[config.mk]
export PLATFORM = sky130hd
export DESIGN_NAME = spi_frame_loader
export DESIGN_NICKNAME = d
export VERILOG_FILES = /design/src/rtl/spi_frame_loader.sv
export SDC_FILE = /design/constraint.sdc
export NUM_CORES = 1
export LEC_CHECK = 0
export CAP_MARGIN = 10
export CORE_UTILIZATION = 45
export CTS_CLUSTER_SIZE = 10
export DETAILED_ROUTE_END_ITERATION = 16
export PLACE_DENSITY_LB_ADDON = 0.3
export SLEW_MARGIN = 20
export SYNTH_ARGS = -nofsm -noshare
export SYNTH_HDL_FRONTEND = slang
export SYNTH_SLANG_ARGS = --single-unit
export TNS_END_PERCENT = 30
[constraint.sdc]
create_clock -name clk -period 2.7 [get_ports clk]
set_input_delay 0.54 -clock clk [delete_from_list [all_inputs] [get_ports clk]]
set_output_delay 0.54 -clock clk [all_outputs]
set_load 0.1 [all_outputs]
[src/rtl/spi_frame_loader.sv]
// spi_frame_loader: packs spi_slave bytes into pixels, loads the back
// bank of a dual-bank framebuffer and flips banks on complete frames.
module spi_frame_loader #(
  parameter int WIDTH     = 32,
  parameter int HEIGHT    = 16,
  parameter int BPP_BYTES = 3,
  parameter int ADDR_W    = 9
) (
  input  logic                   clk,
  input  logic                   rst,
  input  logic [7:0]             data,
  input  logic                   valid,
  input  logic                   sot,
  input  logic                   eot,
  output logic                   wr_en,
  output logic                   wr_bank,
  output logic [ADDR_W-1:0]      wr_addr,
  output logic [BPP_BYTES*8-1:0] wr_data,
  output logic                   disp_bank,
  output logic                   flip_req,
  input  logic                   flip_ack,
  output logic                   frame_done,
  output logic                   err_short,
  output logic                   err_long,
  output logic                   err_busy,
  input  logic                   err_clr
);

  localparam int PW = BPP_BYTES * 8;
  localparam logic [ADDR_W:0] NPIX =
    (ADDR_W+1)'(WIDTH * HEIGHT);
  localparam logic [1:0] BLAST = 2'(BPP_BYTES - 1);

  typedef enum logic [1:0] {
    IDLE,
    RECV,
    FLIP_WAIT
  } state_t;

  state_t state, state_d;

  logic [ADDR_W:0]   addr_q, addr_d, seg_addr;
  logic [1:0]        bcnt_q, bcnt_d, seg_cnt;
  logic [PW-1:0]     pix_q, pix_d;
  logic              eot_q, eot_edge;
  logic              take, restart;
  logic              wr_en_d, wr_bank_d, disp_d;
  logic [ADDR_W-1:0] wr_addr_d;
  logic [PW-1:0]     wr_data_d;
  logic              flip_d, done_d;
  logic              short_set, long_set, busy_set;

  assign eot_edge = eot & ~eot_q;

  always_comb begin
    state_d   = state;
    addr_d    = addr_q;
    bcnt_d    = bcnt_q;
    pix_d     = pix_q;
    wr_en_d   = 1'b0;
    wr_addr_d = wr_addr;
    wr_data_d = wr_data;
    wr_bank_d = wr_bank;
    disp_d    = disp_bank;
    flip_d    = flip_req;
    done_d    = 1'b0;
    short_set = 1'b0;
    long_set  = 1'b0;
    busy_set  = 1'b0;
    take      = 1'b0;
    restart   = 1'b0;
    seg_addr  = addr_q;
    seg_cnt   = bcnt_q;

    unique case (state)
      IDLE: begin
        if (valid && sot) begin
          take    = 1'b1;
          restart = 1'b1;
          state_d = RECV;
        end
      end
      RECV: begin
        if (valid && sot) begin
          take    = 1'b1;
          restart = 1'b1;
        end else if (valid && addr_q == NPIX) begin
          long_set = 1'b1;
        end else if (valid) begin
          take = 1'b1;
        end
      end
      FLIP_WAIT: begin
        busy_set = valid;
        if (flip_ack) begin
          disp_d    = ~disp_bank;
          wr_bank_d = ~wr_bank;
          flip_d    = 1'b0;
          done_d    = 1'b1;
          state_d   = IDLE;
        end
      end
      default: state_d = IDLE;
    endcase

    if (take) begin
      if (restart) begin
        seg_addr = '0;
        seg_cnt  = '0;
      end
      pix_d  = PW'({pix_q, data});
      addr_d = seg_addr;
      if (seg_cnt == BLAST) begin
        bcnt_d    = '0;
        wr_en_d   = 1'b1;
        wr_data_d = pix_d;
        wr_addr_d = seg_addr[ADDR_W-1:0];
        addr_d    = seg_addr + (ADDR_W+1)'(1);
      end else begin
        bcnt_d = seg_cnt + 2'd1;
      end
    end

    // End of transfer judges the address after this cycle's byte.
    if (state == RECV && eot_edge) begin
      if (addr_d == NPIX) begin
        flip_d  = 1'b1;
        state_d = FLIP_WAIT;
      end else begin
        short_set = 1'b1;
        state_d   = IDLE;
      end
    end
  end

  always_ff @(posedge clk or negedge rst) begin
    if (!rst) begin
      state      <= IDLE;
      addr_q     <= '0;
      bcnt_q     <= '0;
      pix_q      <= '0;
      eot_q      <= 1'b1;
      wr_en      <= 1'b0;
      wr_addr    <= '0;
      wr_data    <= '0;
      wr_bank    <= 1'b1;
      disp_bank  <= 1'b0;
      flip_req   <= 1'b0;
      frame_done <= 1'b0;
      err_short  <= 1'b0;
      err_long   <= 1'b0;
      err_busy   <= 1'b0;
    end else begin
      state      <= state_d;
      addr_q     <= addr_d;
      bcnt_q     <= bcnt_d;
      pix_q      <= pix_d;
      eot_q      <= eot;
      wr_en      <= wr_en_d;
      wr_addr    <= wr_addr_d;
      wr_data    <= wr_data_d;
      wr_bank    <= wr_bank_d;
      disp_bank  <= disp_d;
      flip_req   <= flip_d;
      frame_done <= done_d;
      err_short  <= short_set | (err_short & ~err_clr);
      err_long   <= long_set | (err_long & ~err_clr);
      err_busy   <= busy_set | (err_busy & ~err_clr);
    end
  end

endmodule

==> reports/results.ini <==
[logic_synthesis]
yosys.cell_count.top_type = dfrtp_1
synthCells = 231
syn_avg_cell_area_sq_um = 12.56
ys.flop_type = dfrtp_1
yosysTopAreaCell = dfrtp_1
yosys_warnings = 0
synthTopCellsByCount = dfrtp_1 (70), mux2_2 (40), nand2_1 (27)
synthTopCellsByArea = dfrtp_1 (60%), mux2_2 (16%), nand2_1 (3.5%)
synth_seq_cells = 72
synth_top_area_frac = 0.6037
ys_types = 33
synthesis.area_sq_mm = 0.002902
async_flop_share = 1.000
synth_edf_count = 0
yosysSeqAreaShare = 0.6218
synth.net_count = 246

[place]
post-place-ws_ns = -0.03605
place_area_sq_mm = 0.003511
dp_cells = 363
gp_congestion = 0.8232
port_buffers = 55
hpwl_microns = 3747

[detailed_routing]
firstDrtPassIters = 4
drt_wl_total_microns = 5365
dr_wl_met3_microns = 173
final_antenna_net_count = 0
met2_length_microns = 2587
wl_per_cell_microns = 14.16
avgViaCountPerCell = 5.045
met1Wirelength_microns = 2488
top_layer = met4
vias = 1912
drc = 0
drtIter0Drc = 121

[pwr]
power.total_mw = 3.844
ir_drop_v = 0.0008181
p_leak_nw = 1.771
powerDensity_mw_per_mm2 = 1034

[timing]
whs_ns = 0.1443
fmax_ghz = 0.4178
tightest_slew_ns = 0.9223
hold_viol_final = 0
skew_ns = 0.009532
layout_setup_ws_ns = 0.3068
fin_crit_ns = 2.393
finalSetupViolations = 0
slew_headroom = 0.3851
fin_crit_sh = 0.8864
rsz0062_at_grt = no
maxSlewViolCount = 0

[setup_path]
crit_path_end_kind = flop
worst_setup_path_start_kind = primary input
crit_fanout = 3
worstSetupPathType = in -> reg
worstPathArrival_ns = 2.65
critical_path_required_ns = 2.95

[floorplanning]
io_pins = 56
die_x_microns = 82.30
rows = 28
fp.dieArea_sq_mm = 0.006773
start_util = 0.4787
die_h_microns = 82.30
fp.coreArea_sq_mm = 0.006061

[cells_and_area]
drive_gt1_frac = 0.3816
final_nets = 314
final-instance-count-excl-fill = 379
final_area_sq_mm = 0.003716
n_antenna_cell = 0
syn_to_final_growth_pct = 28.07
fill_cells = 517

[status]
status = completed

[global_route]
grt_max_degree = 55
antenna_found_initial = 0
grtUsageTotal = 0.1720
grt_pass1_vias = 1846
grt_pass1_wl_microns = 8418
grt.overflow.total = 0

[cts]
insertion_delay_ns = 0.34
cts_tree = built
path_clk_slew_ns = 0.08
numCtsBuffers = 9
cts_sinks = 72
ctsResizeCount = 0
post_cts_buffers = 0
holdBufCountCts = 0
clock_path_buffers = 2
htree_levels = 3
cts_root_buf = clkbuf_8

[worst_hold_path]
hold_class = in -> async

[run]
drv_cap = 0

-- area by class of cell --
cell class / instances / area [sq um] / area share
Clock buffer: 10 / 137.6 / 0.03704
Inverter: 6 / 22.52 / 0.006061
Tap cell: 75 / 93.84 / 0.02525
Clock inverter: 6 / 67.56 / 0.01818
Timing Repair Buffer: 66 / 550.5 / 0.1481
Sequential cell: 72 / 1804 / 0.4855
Multi-Input combinational cell: 144 / 1040 / 0.2798
-- cells in the final DEF, fill, tap and decap left out, drive strengths merged, types with 4 or more instances in the layout --
| master | synthesis | routed |
|---|---|---|
| clkbuf | 4 | 10 |
| nor2 | 13 | 13 |
| xor2 | 5 | 5 |
| inv | 6 | 7 |
| dfrtp | 70 | 70 |
| buf | 5 | 53 |
| nand2 | 27 | 27 |
| mux2 | 40 | 40 |
| or3 | 4 | 4 |
| a21oi | 6 | 6 |
| xnor2 | 4 | 4 |
| o21ai | 12 | 12 |
| nor3 | 4 | 4 |
| nand3 | 5 | 5 |
| clkdlybuf4s50 | 0 | 13 |
-- per-layer routing --
metal	GRT usage	up-vias
met2	0.2653	35
met3	0.03516	9
li1	-	938
met5	0	-
met1	0.2271	930
met4	0.09474	0
-- kinds of logic after synthesis --
logic type	after synthesis	synth area share
compound gates	27	0.05736
xor+xnor	9	0.02716
buf+inv	15	0.02156
flops	72	0.6218
mux	40	0.1552
simple gates	68	0.1169
-- worst paths after layout --
check | start | to | slack (ns) | cells past startpoint
min | rst | err_long | 0.14 | 1
min reg2reg | disp_bank | disp_bank | 0.48 | 1
min in group clk | disp_bank | disp_bank | 0.48 | 1
max | valid | state[1] | 0.31 | 8
max in group asynchronous | rst | wr_bank | 1.87 | 2
max reg2reg | addr_q[2] | pix_q[7] | 0.42 | 4
-- registers in the layout, summed over array words and instances, names as in the netlist, 2 cells and up --
| register | flops |
|---|---|
| state | 2 |
| bcnt_q | 2 |
| pix_q | 16 |
| wr_addr | 9 |
| wr_data | 24 |
| addr_q | 10 |
-- power by group --
group	switching (mW)	leakage, nW	internal (mW)
combinational	1.19	0.734	0.375
sequential	0.122	0.938	1.29
clock	0.408	0.0989	0.455
-- metrics by stage --
step             util  TNS [ns]
4_1_cts        0.6131         0
5_1_grt        0.6131         0
2_1_floorplan       -         0
6_report       0.6131         0
3_3_place_gp   0.5793         0
3_5_place_dp   0.5793  -0.06121
-- worst max-delay path, stage by stage --
cell and delay (ns):
clkdlybuf4s50_1 0.55, nand3b_4 0.09, or4_1 0.54, or3_1 0.38, a21oi_2 0.17, buf_4 0.13, nand4_1 0.13, o21ai_0 0.12
Note: power is estimated with default switching activity, not from simulation.
==> variant 1: new RTL, same flow settings <==
The 3 states of `state_t` get a one-hot encoding in 3 bits.
--- a/src/rtl/spi_frame_loader.sv
+++ b/src/rtl/spi_frame_loader.sv
@@ -31,10 +31,10 @@
     (ADDR_W+1)'(WIDTH * HEIGHT);
   localparam logic [1:0] BLAST = 2'(BPP_BYTES - 1);
 
-  typedef enum logic [1:0] {
-    IDLE,
-    RECV,
-    FLIP_WAIT
+  typedef enum logic [2:0] {
+    IDLE      = 3'b001,
+    RECV      = 3'b010,
+    FLIP_WAIT = 3'b100
   } state_t;
 
   state_t state, state_d;
Behaviour: same outputs for any inputs over 10 cycles, from zero or initial values and one cycle with rst low; not proved beyond that.
==> variant 1 against the unedited design <==
Die area rose by 9.5%. Setup slack improved by 0.11 ns. Clock skew fell by 0.00065 ns. Wire length rose by 13%. Sequential cell count rose by 1. Design area rose by 5.2%. Area after synthesis rose by 9.7%. Hold slack improved by 0.057 ns. Via count rose by 17%. Critical endpoint is now flip_req. Largest cell class unchanged.
Power is not compared: it rests on default switching activity, and its combinational part moved more than twofold at a synthesized area within 25%.
==> variant 1: results (changes against the unedited design) <==
[placed_design]
gp_congestion=0.759  ; was 0.823
dp_hpwl_um=4170  ; was 3750 um
io_buffers=55  ; unchanged

[setup_path]
rr_endpoint=flip_req  ; was pix_q[7]
r2r_start=state[2]  ; was addr_q[2]
r2r_cells=5  ; was 4
r2r_slack_ns=0.60  ; was 0.42 ns
crit_fanout=9  ; was 3
cp-startpoint=valid  ; unchanged

[synth]
synth_fp_nets=299  ; was 246
ys_seq_area_frac=0.575  ; was 0.622
synthTopCellsByArea=dfrtp_1, nand2_1, mux2_2  ; was dfrtp_1, mux2_2, nand2_1
synth_common_cells=nand2_1, dfrtp_1, mux2_2  ; was dfrtp_1, mux2_2, nand2_1
synth.distinct_cells=48  ; was 33

[global_routing]
grt_pass1_wl_um=10300  ; was 8420 um
grt_use_total=0.181  ; was 0.172
grt_pass1_vias=2194  ; was 1846
grt_max_degree=74  ; was 55

[finish]
design.final.nets=359  ; was 314
nFillCells=614  ; was 517
layout-drive-gt1-share=0.289  ; was 0.382

[sta]
slew_headroom=0.690  ; was 0.385
fin_skew_ns=0.00888  ; was 0.00953 ns
final_max_slew_viol_count=0  ; unchanged

[hold_path]
worstHoldPathType=in2async  ; unchanged

[status]
status=complete, no violations  ; unchanged

[power]
leakage_uw=0.00195
peakVddDrop_mv=0.236

[routing]
viasPerCell=5.01  ; was 5.04
routed_wl_um=6080  ; was 5370 um
drt_iter0_drc=83  ; was 121

==> variant 1: cells by family (layout without fill, tap and decap cells) <==
kind of cell | Yosys count | count (layout) | synth area share
flops | 73 | 73 | 0.575
buf+inv | 13 | 78 | 0.0252
compound gates | 25 | 25 | 0.0546
simple gates | 134 | 134 | 0.215
mux | 27 | 27 | 0.0947
xor+xnor | 12 | 12 | 0.0354
==> variant 1: final cells by class <==
cell class / count / share of cell area
clock inverter: 5 / 0.0144
clock buffer: 11 / 0.0336
tap: 96 / 0.0307
multi-input combinational: 198 / 0.326
inverter: 3 / 0.00288
timing repair buffer: 59 / 0.124
sequential: 73 / 0.468
==> variant 1: per-layer routing <==
layer / global-route usage / vias up / wire, um
met4: 0.0894 / 0 / 147
met2: 0.296 / 49 / 2910
met1: 0.232 / 1083 / 2780
met5: 0 / - / 0
met3: 0.0327 / 14 / 246
li1: - / 1083 / -
==> variant 1: through the flow <==
stage / hold WS (ns) / worst slack, ns / util / cell area, um^2 / std cells
3_5_place_dp: 0.453 / 0.0846 / 0.545 / 3720 / 429
3_3_place_gp: 0.442 / 0.223 / 0.545 / 3720 / 429
2_1_floorplan: 0.244 / 0.750 / - / 3180 / 284
4_1_cts: 0.227 / 0.430 / 0.572 / 3910 / 445
5_1_grt: 0.242 / 0.334 / 0.572 / 3910 / 445
6_report: 0.201 / 0.417 / 0.572 / 3910 / 445
==> variant 1: critical path, stage by stage <==
cell             delay (ns)
clkdlybuf4s50_1        0.56
and4bb_2               0.38
nand4_4                0.20
nor4_1                 0.46
a31oi_1                0.14
o21ai_0                0.25
==> variant 1: power breakdown <==
group,internal [uW],switching [uW],leakage [uW]
Combinational,129,119,0.000889
Clock,426,402,0.0000933
Sequential,1200,69.7,0.000968
==> variant 2: new RTL, config.mk and constraints unchanged <==
Made on the original files. `BPP_BYTES`: 3 -> 6.
--- a/src/rtl/spi_frame_loader.sv
+++ b/src/rtl/spi_frame_loader.sv
@@ -3,7 +3,7 @@
 module spi_frame_loader #(
   parameter int WIDTH     = 32,
   parameter int HEIGHT    = 16,
-  parameter int BPP_BYTES = 3,
+  parameter int BPP_BYTES = 6,
   parameter int ADDR_W    = 9
 ) (
   input  logic                   clk,
Interface: changed (resized wr_data); port bits go from 56 to 80. No check against the original RTL was run, so the function may have changed too.
==> variant 2 against the unedited design <==
Via count grew 77%. Wire length grew 81%. Area after synthesis grew 69%. Design area grew 71%. Largest cell class unchanged. Count of clock-buffer cells in the layout grew 9. The flow now finishes with violations (DRC). Register-to-register slack lost 0.11 ns. Setup slack gained 0.0077 ns. Die area grew 68%. Sequential cell count grew 48. Maximum frequency grew 0.32%.
Power is not shown: default switching activity piles up to over one toggle a cycle in this logic, so the estimate is an artifact.
==> variant 2: results (changes against the unedited design) <==
[sta]
slew_headroom=0.677  ; was 0.385
fin_skew_ns=0.0115  ; was 0.00953 ns

[setup_path]
r2r_slack_ns=0.31  ; was 0.42 ns
critPathMaxStageDelay_ns=0.43  ; was 0.55 ns
r2r_start=state[1]  ; was addr_q[2]
cp.arrival_ns=2.79  ; was 2.65 ns
crit_fanout=6  ; was 3
rr_endpoint=err_short  ; was pix_q[7]
cp_slowest_cell=dfrtp_1  ; was clkdlybuf4s50_1

[placed_design]
io_buffers=79  ; was 55
gp_congestion=0.847  ; was 0.823
dp_hpwl_um=6430  ; was 3750 um
dpl_cell_area_um2=5780  ; was 3510 um^2

[routing]
met1_length_um=4770  ; was 2490 um
routed_wl_um=9740  ; was 5370 um
drc=1  ; was 0
via_count=3389  ; was 1912
wl_met2_um=4430  ; was 2590 um
met3_length_um=386  ; was 173 um
drt_first_pass_iters=12  ; was 4
drt_iter0_drc=113  ; was 121

[global_routing]
grt_use_total=0.191  ; was 0.172
grt_pass1_vias=3328  ; was 1846
grt_use_met3=0.0576  ; was 0.0352
grt_pass1_wl_um=16500  ; was 8420 um
use_met2=0.283  ; was 0.265
antenna_found_initial=0  ; unchanged
grt_max_degree=62  ; was 55
use_met1=0.263  ; was 0.227

[synth]
ys_seq_area_frac=0.611  ; was 0.622
synth.distinct_cells=48  ; was 33
synth_common_cells=nand2_1, dfrtp_1, mux2_2  ; was dfrtp_1, mux2_2, nand2_1
synth_fp_nets=448  ; was 246
synthTopCellsByArea=dfrtp_1, nand2_1, mux2_2  ; was dfrtp_1, mux2_2, nand2_1

[hold_path]
worstHoldPathType=reg2reg  ; was in2async
min_from=pix_q[37]

[clock_network]
cts_resized=0  ; unchanged
cts_made_buffers=17  ; was 9
worstSkewPairLatency_ns=0.52  ; was 0.34 ns
ctsHoldBuffers=1  ; was 0
clk_pin_slew_ns=0.06  ; was 0.08 ns
htree_levels=4  ; was 3

[status]
failed_checks=DRC
status=finished with violations  ; was complete, no violations

[finish]
layout-drive-gt1-share=0.320  ; was 0.382
nFillCells=889  ; was 517
reg_top3=wr_data (48), pix_q (40), addr_q (10)  ; was wr_data (24), pix_q (16), addr_q (10)

==> variant 2: cell types whose count changed after synthesis, sizes merged, moves of 2 or more <==
cell and change:
a21oi -2, a32oi +2, and2 +2, and4 +2, buf +13, dfrtp +48
mux2 +9, nand2 +128, nand3 +3, nor4 +4, o21ai -9, or3 -3
xnor2 +6, xor2 -4
==> variant 2: layout make-up <==
type                            instances  area, um^2  area share
Tap cell                              136         170      0.0268
Sequential cell                       120        3010       0.474
Multi-Input combinational cell        286        1770       0.279
Timing Repair Buffer                   97         826       0.130
Inverter                                5        18.8     0.00296
Clock inverter                         13         121      0.0191
Clock buffer                           19         432      0.0680
==> variant 2: stage by stage <==
step                      hold slack (ns)  worst slack, ns  std cells
after floorplan                     0.244            0.411        432
after global placement              0.450          -0.0406        643
after global routing                0.480            0.134        676
after detailed placement            0.459           -0.175        643
after CTS                           0.470            0.330        676
final                               0.463            0.314        676
==> variant 2: worst max-delay path by stage <==
stage	start	slack, ns	end
global placement	sot	-0.04	err_short
CTS	state[1]	0.33	err_short
finish	state[1]	0.31	err_short
global route	state[1]	0.13	err_short
detailed placement	sot	-0.18	err_short
floorplan	sot	0.41	err_short
==> variant 2: kinds of logic after synthesis <==
logic type | Yosys count | share of synthesized area
AO/OA/AOI/OAI | 14 | 0.0204
XOR/XNOR | 11 | 0.0196
adder cells (fa/ha/maj) | 1 | 0.00254
buffers and inverters | 26 | 0.0295
flip-flops | 120 | 0.611
multiplexers | 50 | 0.114
AND/OR/NAND/NOR | 210 | 0.202
==> variant 2: worst register-to-register path, cell delays in order, from the launching register on <==
cell	delay [ns]
dfrtp_1	0.43
nand3b_1	0.22
and2_1	0.18
ha_1	0.15
nand3b_1	0.18
nor4_2	0.40
nand3_1	0.14
a32oi_2	0.25
nand3_1	0.12
a22o_1	0.20
